`config.mk`:
```
export PLATFORM = sky130hd
export DESIGN_NAME = gnn_0_save_sched_flat
export DESIGN_NICKNAME = d
export VERILOG_FILES = /design/src/rtl/gnn_0_save_sched_if.sv /design/src/rtl/gnn_0_save_sched.sv /design/src/flat_wrapper.sv
export SDC_FILE = /design/constraint.sdc
export NUM_CORES = 1
export LEC_CHECK = 0
export BUFFER_PORTS_ARGS = -buffer_cell sky130_fd_sc_hd__buf_2
export CORE_MARGIN = 1
export CORE_UTILIZATION = 55
export CTS_CLUSTER_DIAMETER = 200
export DETAILED_ROUTE_END_ITERATION = 8
export MAX_ROUTING_LAYER = met4
export PLACE_DENSITY = 0.9
export SYNTH_ARGS = -nofsm -noshare
export SYNTH_HDL_FRONTEND = slang
export SYNTH_SLANG_ARGS = --single-unit
```
`constraint.sdc`:
```
create_clock -name aclk -period 9.3 [get_ports aclk]
set_input_delay 1.395 -clock aclk [delete_from_list [all_inputs] [get_ports aclk]]
set_output_delay 1.395 -clock aclk [all_outputs]
set_load 0.05 [all_outputs]
```
`src/rtl/gnn_0_save_sched_if.sv`:
```
// Instruction-in and save-engine bundle for the save scheduler.
// Handshakes:
//   inst_valid/inst_ready: a transfer happens on a rising aclk edge where both
//     are high; inst_data must be held while inst_valid is high and not
//     accepted. inst_ready depends only on registered queue state.
//   save_ap_start/save_ap_done: ap_start is a one-cycle pulse; ap_done is a
//     level the engine holds until the cycle after the next start.
interface gnn_0_save_sched_if #(
  parameter int SAVE_INST_LENGTH   = 96,
  parameter int C_M_AXI_ADDR_WIDTH = 64
);
  logic                          inst_valid;
  logic                          inst_ready;
  logic [SAVE_INST_LENGTH-1:0]   inst_data;
  logic                          save_ap_start;
  logic                          save_ap_done;
  logic [SAVE_INST_LENGTH-1:0]   save_ctrl_instruction;
  logic [C_M_AXI_ADDR_WIDTH-1:0] save_ctrl_addr_offset;

  // Dispatcher + engine side
  modport master (
    output inst_valid, inst_data, save_ap_done,
    input  inst_ready, save_ap_start, save_ctrl_instruction, save_ctrl_addr_offset
  );

  // Scheduler side
  modport slave (
    input  inst_valid, inst_data, save_ap_done,
    output inst_ready, save_ap_start, save_ctrl_instruction, save_ctrl_addr_offset
  );
endinterface

```
`src/rtl/gnn_0_save_sched.sv`:
```
// Save-engine scheduler: in-order instruction queue, dependency-token gating,
// one-at-a-time issue over ap_start/ap_done, retirement count and hang watchdog.
module gnn_0_save_sched #(
  parameter int SAVE_INST_LENGTH   = 96,
  parameter int C_M_AXI_ADDR_WIDTH = 64,
  parameter int FIFO_DEPTH         = 4,
  parameter int TIMEOUT_CYCLES     = 65535
) (
  input  logic                          aclk,
  input  logic                          areset,
  gnn_0_save_sched_if.slave             bus,
  input  logic                          dep_token,
  input  logic [C_M_AXI_ADDR_WIDTH-1:0] ctrl_addr_base,
  output logic                          retire_pulse,
  output logic [15:0]                   retire_count,
  output logic                          busy,
  output logic                          err_timeout,
  input  logic                          err_clear,
  output logic [2:0]                    o_dbg_state,
  output logic [3:0]                    o_dbg_tokens
);

  localparam int             PW      = $clog2(FIFO_DEPTH);
  localparam logic [PW:0]    PTR_ONE = (PW+1)'(1);
  localparam logic [19:0]    WD_LAST = 20'(TIMEOUT_CYCLES - 1);

  typedef enum logic [2:0] {
    S_IDLE      = 3'd0,
    S_START     = 3'd1,
    S_GUARD     = 3'd2,
    S_WAIT_DONE = 3'd3,
    S_RETIRE    = 3'd4
  } state_t;

  state_t                        r_state;
  logic [SAVE_INST_LENGTH-1:0]   r_mem [FIFO_DEPTH];
  logic [PW:0]                   r_wptr;
  logic [PW:0]                   r_rptr;
  logic [3:0]                    r_tokens;
  logic                          r_start;
  logic [SAVE_INST_LENGTH-1:0]   r_inst;
  logic [C_M_AXI_ADDR_WIDTH-1:0] r_offset;
  logic                          r_retire;
  logic [15:0]                   r_count;
  logic [19:0]                   r_wd;
  logic                          r_err;

  logic                          w_empty;
  logic                          w_full;
  logic                          w_push;
  logic [SAVE_INST_LENGTH-1:0]   w_head;
  logic                          w_skip;
  logic                          w_dispatch;
  logic                          w_pop;
  logic                          w_consume;
  logic                          w_timeout;

  // Extra pointer MSB distinguishes full from empty.
  assign w_empty    = (r_wptr == r_rptr);
  assign w_full     = (r_wptr[PW] != r_rptr[PW]) && (r_wptr[PW-1:0] == r_rptr[PW-1:0]);
  assign w_push     = bus.inst_valid && !w_full;
  assign w_head     = r_mem[r_rptr[PW-1:0]];

  // Zero-length heads retire without touching the engine or the tokens;
  // flagged heads otherwise wait for a token and block everything behind them.
  assign w_skip     = (r_state == S_IDLE) && !w_empty && (w_head[63:48] == 16'd0);
  assign w_dispatch = (r_state == S_IDLE) && !w_empty && (w_head[63:48] != 16'd0) &&
                      (!w_head[0] || (r_tokens != 4'd0));
  assign w_pop      = w_skip || w_dispatch;
  assign w_consume  = w_dispatch && w_head[0];
  assign w_timeout  = (r_state == S_WAIT_DONE) && !bus.save_ap_done && (r_wd == WD_LAST);

  // Queue storage; contents are don't-care until written.
  always_ff @(posedge aclk) begin
    if (w_push) r_mem[r_wptr[PW-1:0]] <= bus.inst_data;
  end

  // Queue pointers.
  always_ff @(posedge aclk or posedge areset) begin
    if (areset) begin
      r_wptr <= '0;
      r_rptr <= '0;
    end else begin
      if (w_push) r_wptr <= r_wptr + PTR_ONE;
      if (w_pop)  r_rptr <= r_rptr + PTR_ONE;
    end
  end

  // Saturating dependency-token counter; arrival and consumption cancel.
  always_ff @(posedge aclk or posedge areset) begin
    if (areset) begin
      r_tokens <= 4'd0;
    end else begin
      case ({dep_token, w_consume})
        2'b10:   if (r_tokens != 4'hF) r_tokens <= r_tokens + 4'd1;
        2'b01:   r_tokens <= r_tokens - 4'd1;
        default: r_tokens <= r_tokens;
      endcase
    end
  end

  // Issue FSM with registered engine-facing and retirement outputs.
  always_ff @(posedge aclk or posedge areset) begin
    if (areset) begin
      r_state  <= S_IDLE;
      r_start  <= 1'b0;
      r_inst   <= '0;
      r_offset <= '0;
      r_retire <= 1'b0;
      r_count  <= 16'd0;
      r_wd     <= 20'd0;
    end else begin
      r_start  <= 1'b0;
      r_retire <= 1'b0;
      case (r_state)
        S_IDLE: begin
          if (w_skip) begin
            r_state  <= S_RETIRE;
            r_retire <= 1'b1;
            r_count  <= r_count + 16'd1;
          end else if (w_dispatch) begin
            r_state  <= S_START;
            r_start  <= 1'b1;
            r_inst   <= w_head;
            r_offset <= ctrl_addr_base;
          end
        end
        S_START: r_state <= S_GUARD;
        // Done may still be high from the previous instruction here.
        S_GUARD: begin
          r_state <= S_WAIT_DONE;
          r_wd    <= 20'd0;
        end
        S_WAIT_DONE: begin
          if (bus.save_ap_done || w_timeout) begin
            r_state  <= S_RETIRE;
            r_retire <= 1'b1;
            r_count  <= r_count + 16'd1;
          end else begin
            r_wd <= r_wd + 20'd1;
          end
        end
        S_RETIRE: r_state <= S_IDLE;
        default:  r_state <= S_IDLE;
      endcase
    end
  end

  // Sticky hang flag; a new hang wins over a simultaneous clear.
  always_ff @(posedge aclk or posedge areset) begin
    if (areset)         r_err <= 1'b0;
    else if (w_timeout) r_err <= 1'b1;
    else if (err_clear) r_err <= 1'b0;
  end

  assign bus.inst_ready            = !w_full;
  assign bus.save_ap_start         = r_start;
  assign bus.save_ctrl_instruction = r_inst;
  assign bus.save_ctrl_addr_offset = r_offset;
  assign retire_pulse              = r_retire;
  assign retire_count              = r_count;
  assign busy                      = (r_state != S_IDLE) || !w_empty;
  assign err_timeout               = r_err;
  assign o_dbg_state               = r_state;
  assign o_dbg_tokens              = r_tokens;

endmodule

```
`src/flat_wrapper.sv`:
```
// flat-port wrapper written by rule: the top's interface ports become plain ports
module gnn_0_save_sched_flat 
#(
  parameter int SAVE_INST_LENGTH   = 96,
  parameter int C_M_AXI_ADDR_WIDTH = 64,
  parameter int FIFO_DEPTH         = 4,
  parameter int TIMEOUT_CYCLES     = 65535
)
  (aclk, areset, dep_token, ctrl_addr_base, retire_pulse, retire_count, busy, err_timeout, err_clear, o_dbg_state, o_dbg_tokens, bus_inst_valid, bus_inst_data, bus_save_ap_done, bus_inst_ready, bus_save_ap_start, bus_save_ctrl_instruction, bus_save_ctrl_addr_offset);
  gnn_0_save_sched_if #(.SAVE_INST_LENGTH(SAVE_INST_LENGTH), .C_M_AXI_ADDR_WIDTH(C_M_AXI_ADDR_WIDTH)) bus_i ();
  input  logic aclk;
  input  logic areset;
  input  logic dep_token;
  input  logic [C_M_AXI_ADDR_WIDTH-1:0] ctrl_addr_base;
  output logic retire_pulse;
  output logic [15:0] retire_count;
  output logic busy;
  output logic err_timeout;
  input  logic err_clear;
  output logic [2:0] o_dbg_state;
  output logic [3:0] o_dbg_tokens;
  input wire logic [$bits(bus_i.inst_valid)-1:0] bus_inst_valid;
  input wire logic [$bits(bus_i.inst_data)-1:0] bus_inst_data;
  input wire logic [$bits(bus_i.save_ap_done)-1:0] bus_save_ap_done;
  output wire logic [$bits(bus_i.inst_ready)-1:0] bus_inst_ready;
  output wire logic [$bits(bus_i.save_ap_start)-1:0] bus_save_ap_start;
  output wire logic [$bits(bus_i.save_ctrl_instruction)-1:0] bus_save_ctrl_instruction;
  output wire logic [$bits(bus_i.save_ctrl_addr_offset)-1:0] bus_save_ctrl_addr_offset;
  assign bus_i.inst_valid = bus_inst_valid;
  assign bus_i.inst_data = bus_inst_data;
  assign bus_i.save_ap_done = bus_save_ap_done;
  assign bus_inst_ready = bus_i.inst_ready;
  assign bus_save_ap_start = bus_i.save_ap_start;
  assign bus_save_ctrl_instruction = bus_i.save_ctrl_instruction;
  assign bus_save_ctrl_addr_offset = bus_i.save_ctrl_addr_offset;
  gnn_0_save_sched #(.SAVE_INST_LENGTH(SAVE_INST_LENGTH), .C_M_AXI_ADDR_WIDTH(C_M_AXI_ADDR_WIDTH), .FIFO_DEPTH(FIFO_DEPTH), .TIMEOUT_CYCLES(TIMEOUT_CYCLES)) u_core (.aclk(aclk), .areset(areset), .bus(bus_i), .dep_token(dep_token), .ctrl_addr_base(ctrl_addr_base), .retire_pulse(retire_pulse), .retire_count(retire_count), .busy(busy), .err_timeout(err_timeout), .err_clear(err_clear), .o_dbg_state(o_dbg_state), .o_dbg_tokens(o_dbg_tokens));
endmodule
```
==> out/summary.txt <==
outcome -> complete, no violations
DR iter-0 viols -> 610
area leader, netlist -> edfxtp_1
worst slew pin tran -> 1.095 ns
setup violators final -> 0
Die Y -> 204.3 um
Clk network pwr share -> 0.224
crit path launch -> u_core.r_rptr[0]$_DFFE_PP0P_
main combinational cell family by area after synthesis -> multiplexers
Tot Pwr -> 10.52 mW
FF+latch count, synth -> 596
xor/xnor share of the synthesized area -> 0.01673
DPL Wire Length -> 29.34 mm
combinational fraction of design power -> 0.390
Port Buf Inserts -> 353
PD cells -> 393.3 nW/um^2
root buf cell -> clkbuf_16
Setup TNS -> 0 ns
Syn Area/Cell -> 20.24 um^2
CTS tree -> yes
largest net degree at the start of global routing -> 140
slowest library cell on the worst path -> buf_4
max-slew violations -> 0
Yosys cell types -> 47
CTS Buf Count -> 57
Die X -> 204.3 um
Mapped Area -> 22,510 um^2
worst vdd ir -> 295.7 uV
Synth Net Count -> 1,289
Sequential Power Share -> 0.386
# clock sinks -> 596
simple-gate portion of the synthesized area -> 0.02557
Final Cycle Share -> 0.5004
GRT Total Usage -> 0.2328
Post-synth EDFFs -> 384
arrival time worst endpoint -> 5.12 ns
post-layout min period -> 4.654 ns
cts hold-fix bufs -> 0
cell-internal power -> 6.491 mW
top cells by count, synth -> edfxtp_1 (384), dfrtp_1 (212), mux2_2 (145)
Clock Skews -> 0.02068 ns
share of cells above drive strength 1 -> 0.4600
Placed Cells -> 1,955
Remaining Overflow, GRT -> 0
Hold Crit Class -> reg2reg
Layout Area Growth over Synthesis -> 18.84%
Clock Path Buffers -> 3
Max transition margin -> 0.2702
maxcap violations -> 0
Avg WL per Cell -> 22.54 um
Area contributors post-synth -> edfxtp_1 (51%), dfrtp_1 (24%), mux4_2 (9.6%)
compound-cell area share of the yosys netlist -> 0.01084
Final ANT Viol Nets -> 0
Synth Flop Type -> edfxtp_1
Top Ports -> 354
H-tree Lvls -> 2
kind of critical path -> reg2reg
Hold Path Origin -> u_core.retire_count[15]$_DFFE_PP0P_
Worst-path clk slew -> 0.06 ns
Final Hold Fails -> 0
starting density of the core -> 0.5626
P_sw -> 4.029 mW
drc violations -> 0
post-synthesis sequential area ratio -> 0.7480
total number of vias -> 11.72k
Leakage -> 10.28 nW
top-area cell type share of the netlist area -> 0.5123
setup repair bufs after CTS -> 0
row count -> 73
Post-layout nets -> 1,666
die area -> 41,740 um^2
Worst Setup Start Kind -> flop
adder-cell share of the synthesized area -> 0.006448
vias in the first global route -> 12.30k
RSZ-0062 raised after global routing -> no
Worst Path Buf+Inv -> 2
asr flop ratio synth -> 0.3557
Req. time, crit path -> 9.77 ns
global-route wire length before repair -> 70.10 mm
Avg Vias per Cell -> 5.641
post-route insts no fill -> 2,077
post-synthesis mux area share -> 0.1771
most frequent cell after synthesis -> edfxtp_1
CP top delay family -> buffers and inverters
area of the core -> 40,010 um^2
FF-to-FF Start -> u_core.r_rptr[0]$_DFFE_PP0P_
final WL -> 46.82 mm
drt pass-1 iters -> 5
crit-path max cell delay -> 0.81 ns
Cell Chain, Critical Path -> buf_4, mux4_2, nor4_1, nand4_1, nand2b_4, buf_4, mux2_2
Crit Path Max Fanout -> 83
routability cong. -> 0.8097
antenna violations before repair -> 16
Max Clock Freq -> 214.9 MHz
synthesized instance count -> 1,112
YS warnings -> 0
Most common cell on crit path -> buf_4
Clock Latency Late Sink -> 0.60 ns
sw frac -> 0.3830
CP endpoint kind -> flop
CTS resizes -> 0
[cell type report]
class                           count  area, um^2
Multi-Input combinational cell    454        5354
Antenna cell                       15       37.54
Sequential cell                   596       16840
Clock buffer                       75        1575
Fill cell                        2548       13260
Inverter                           15       63.81
Timing Repair Buffer              365        1857
Clock inverter                     32       361.6
Tap cell                          525       656.9
[flip-flops by register name, indices dropped and copies added, names as in the netlist]
| name | cells |
|---|---|
| u_core.bus.save_ctrl_instruction | 96 |
| u_core.retire_count | 16 |
| u_core.r_mem | 384 |
| u_core.bus.save_ctrl_addr_offset | 64 |
| u_core.o_dbg_state | 3 |
| u_core.r_wptr | 3 |
| u_core.r_rptr | 3 |
| u_core.r_wd | 20 |
| u_core.err_timeout | 1 |
| u_core.bus.save_ap_start | 1 |
| u_core.o_dbg_tokens | 4 |
| u_core.retire_pulse | 1 |
[power groups by stage]
| stage | registers, mW | logic [mW] | clock network, mW |
|---|---|---|---|
| after floorplan | 5.37 | 1.88 | 0 |
| after global placement | 4.05 | 4.04 | 0 |
| after detailed placement | 4.11 | 4.15 | 0 |
| after CTS | 4.07 | 4.17 | 2.40 |
| after global routing | 4.14 | 4.33 | 2.50 |
| final | 4.06 | 4.11 | 2.35 |
[placed cells by master, fill, tap and decap left out, types with 8 or more instances in the layout]
master     netlist  routed
edfxtp_1       384     384
clkinv_2         0       8
nand3_1         11      11
clkbuf_16        0      58
diode_2          0      15
buf_2            9     353
buf_4            1      12
inv_1           15      14
mux4_2          96      96
mux2_2         145     145
and3_1          12       8
nor2_1          23      23
dfrtp_1        212     210
mux2_1          16      16
clkbuf_1        24      11
ha_1            10      10
nand2_1         17      17
xnor2_1         39      39
nand4_1         16      16
clkinv_1         0       8
[metrics by stage]
stage                     cell area (um^2)  utilization  worst slack, ns  hold slack, ns
final                                26750       0.6686            4.646          0.4864
after global routing                 26750       0.6686            4.307          0.4982
after CTS                            26710       0.6677            4.583          0.4905
after detailed placement             24780       0.6193            4.615          0.4762
after global placement               24780       0.6193            4.690          0.4639
after floorplan                      22510            -            2.111          0.4617
[worst register-to-register path: cells and delay by family (launching register included)]
| family | cells | cell delay (ns) |
|---|---|---|
| buffers and inverters | 2 | 1.55 |
| DFF | 1 | 0.54 |
| muxes | 2 | 1.20 |
| and+or+nand+nor | 3 | 1.24 |
[layer usage]
metal | wire length (um) | track usage
met2 | 23610 | 0.3831
met5 | 0 | -
met3 | 3763 | 0.06266
met4 | 1597 | 0.09115
met1 | 17840 | 0.2737
[kinds of logic (layout without fill, tap and decap cells)]
group,after synthesis,after routing
simple gates,108,108
buf+inv,62,487
other cells,0,15
mux,258,258
xor+xnor,43,43
compound gates,34,34
flops,596,596
fa+ha+maj,11,11
[worst paths after layout]
path,endpoint,slack [ns],depth (start not counted)
min in group asynchronous,u_core.bus.save_ctrl_addr_offset[7]$_DFFE_PP0P_,0.95,2
hold / removal,u_core.retire_count[15]$_DFFE_PP0P_,0.49,1
hold reg to reg,u_core.retire_count[15]$_DFFE_PP0P_,0.49,1
setup / recovery,u_core.bus.save_ctrl_addr_offset[39]$_DFFE_PP0P_,4.65,7
setup reg to reg,u_core.bus.save_ctrl_addr_offset[39]$_DFFE_PP0P_,4.65,7
max in group asynchronous,u_core.bus.save_ctrl_addr_offset[42]$_DFFE_PP0P_,6.56,3
No activity file was read; power rests on OpenSTA's default activity.
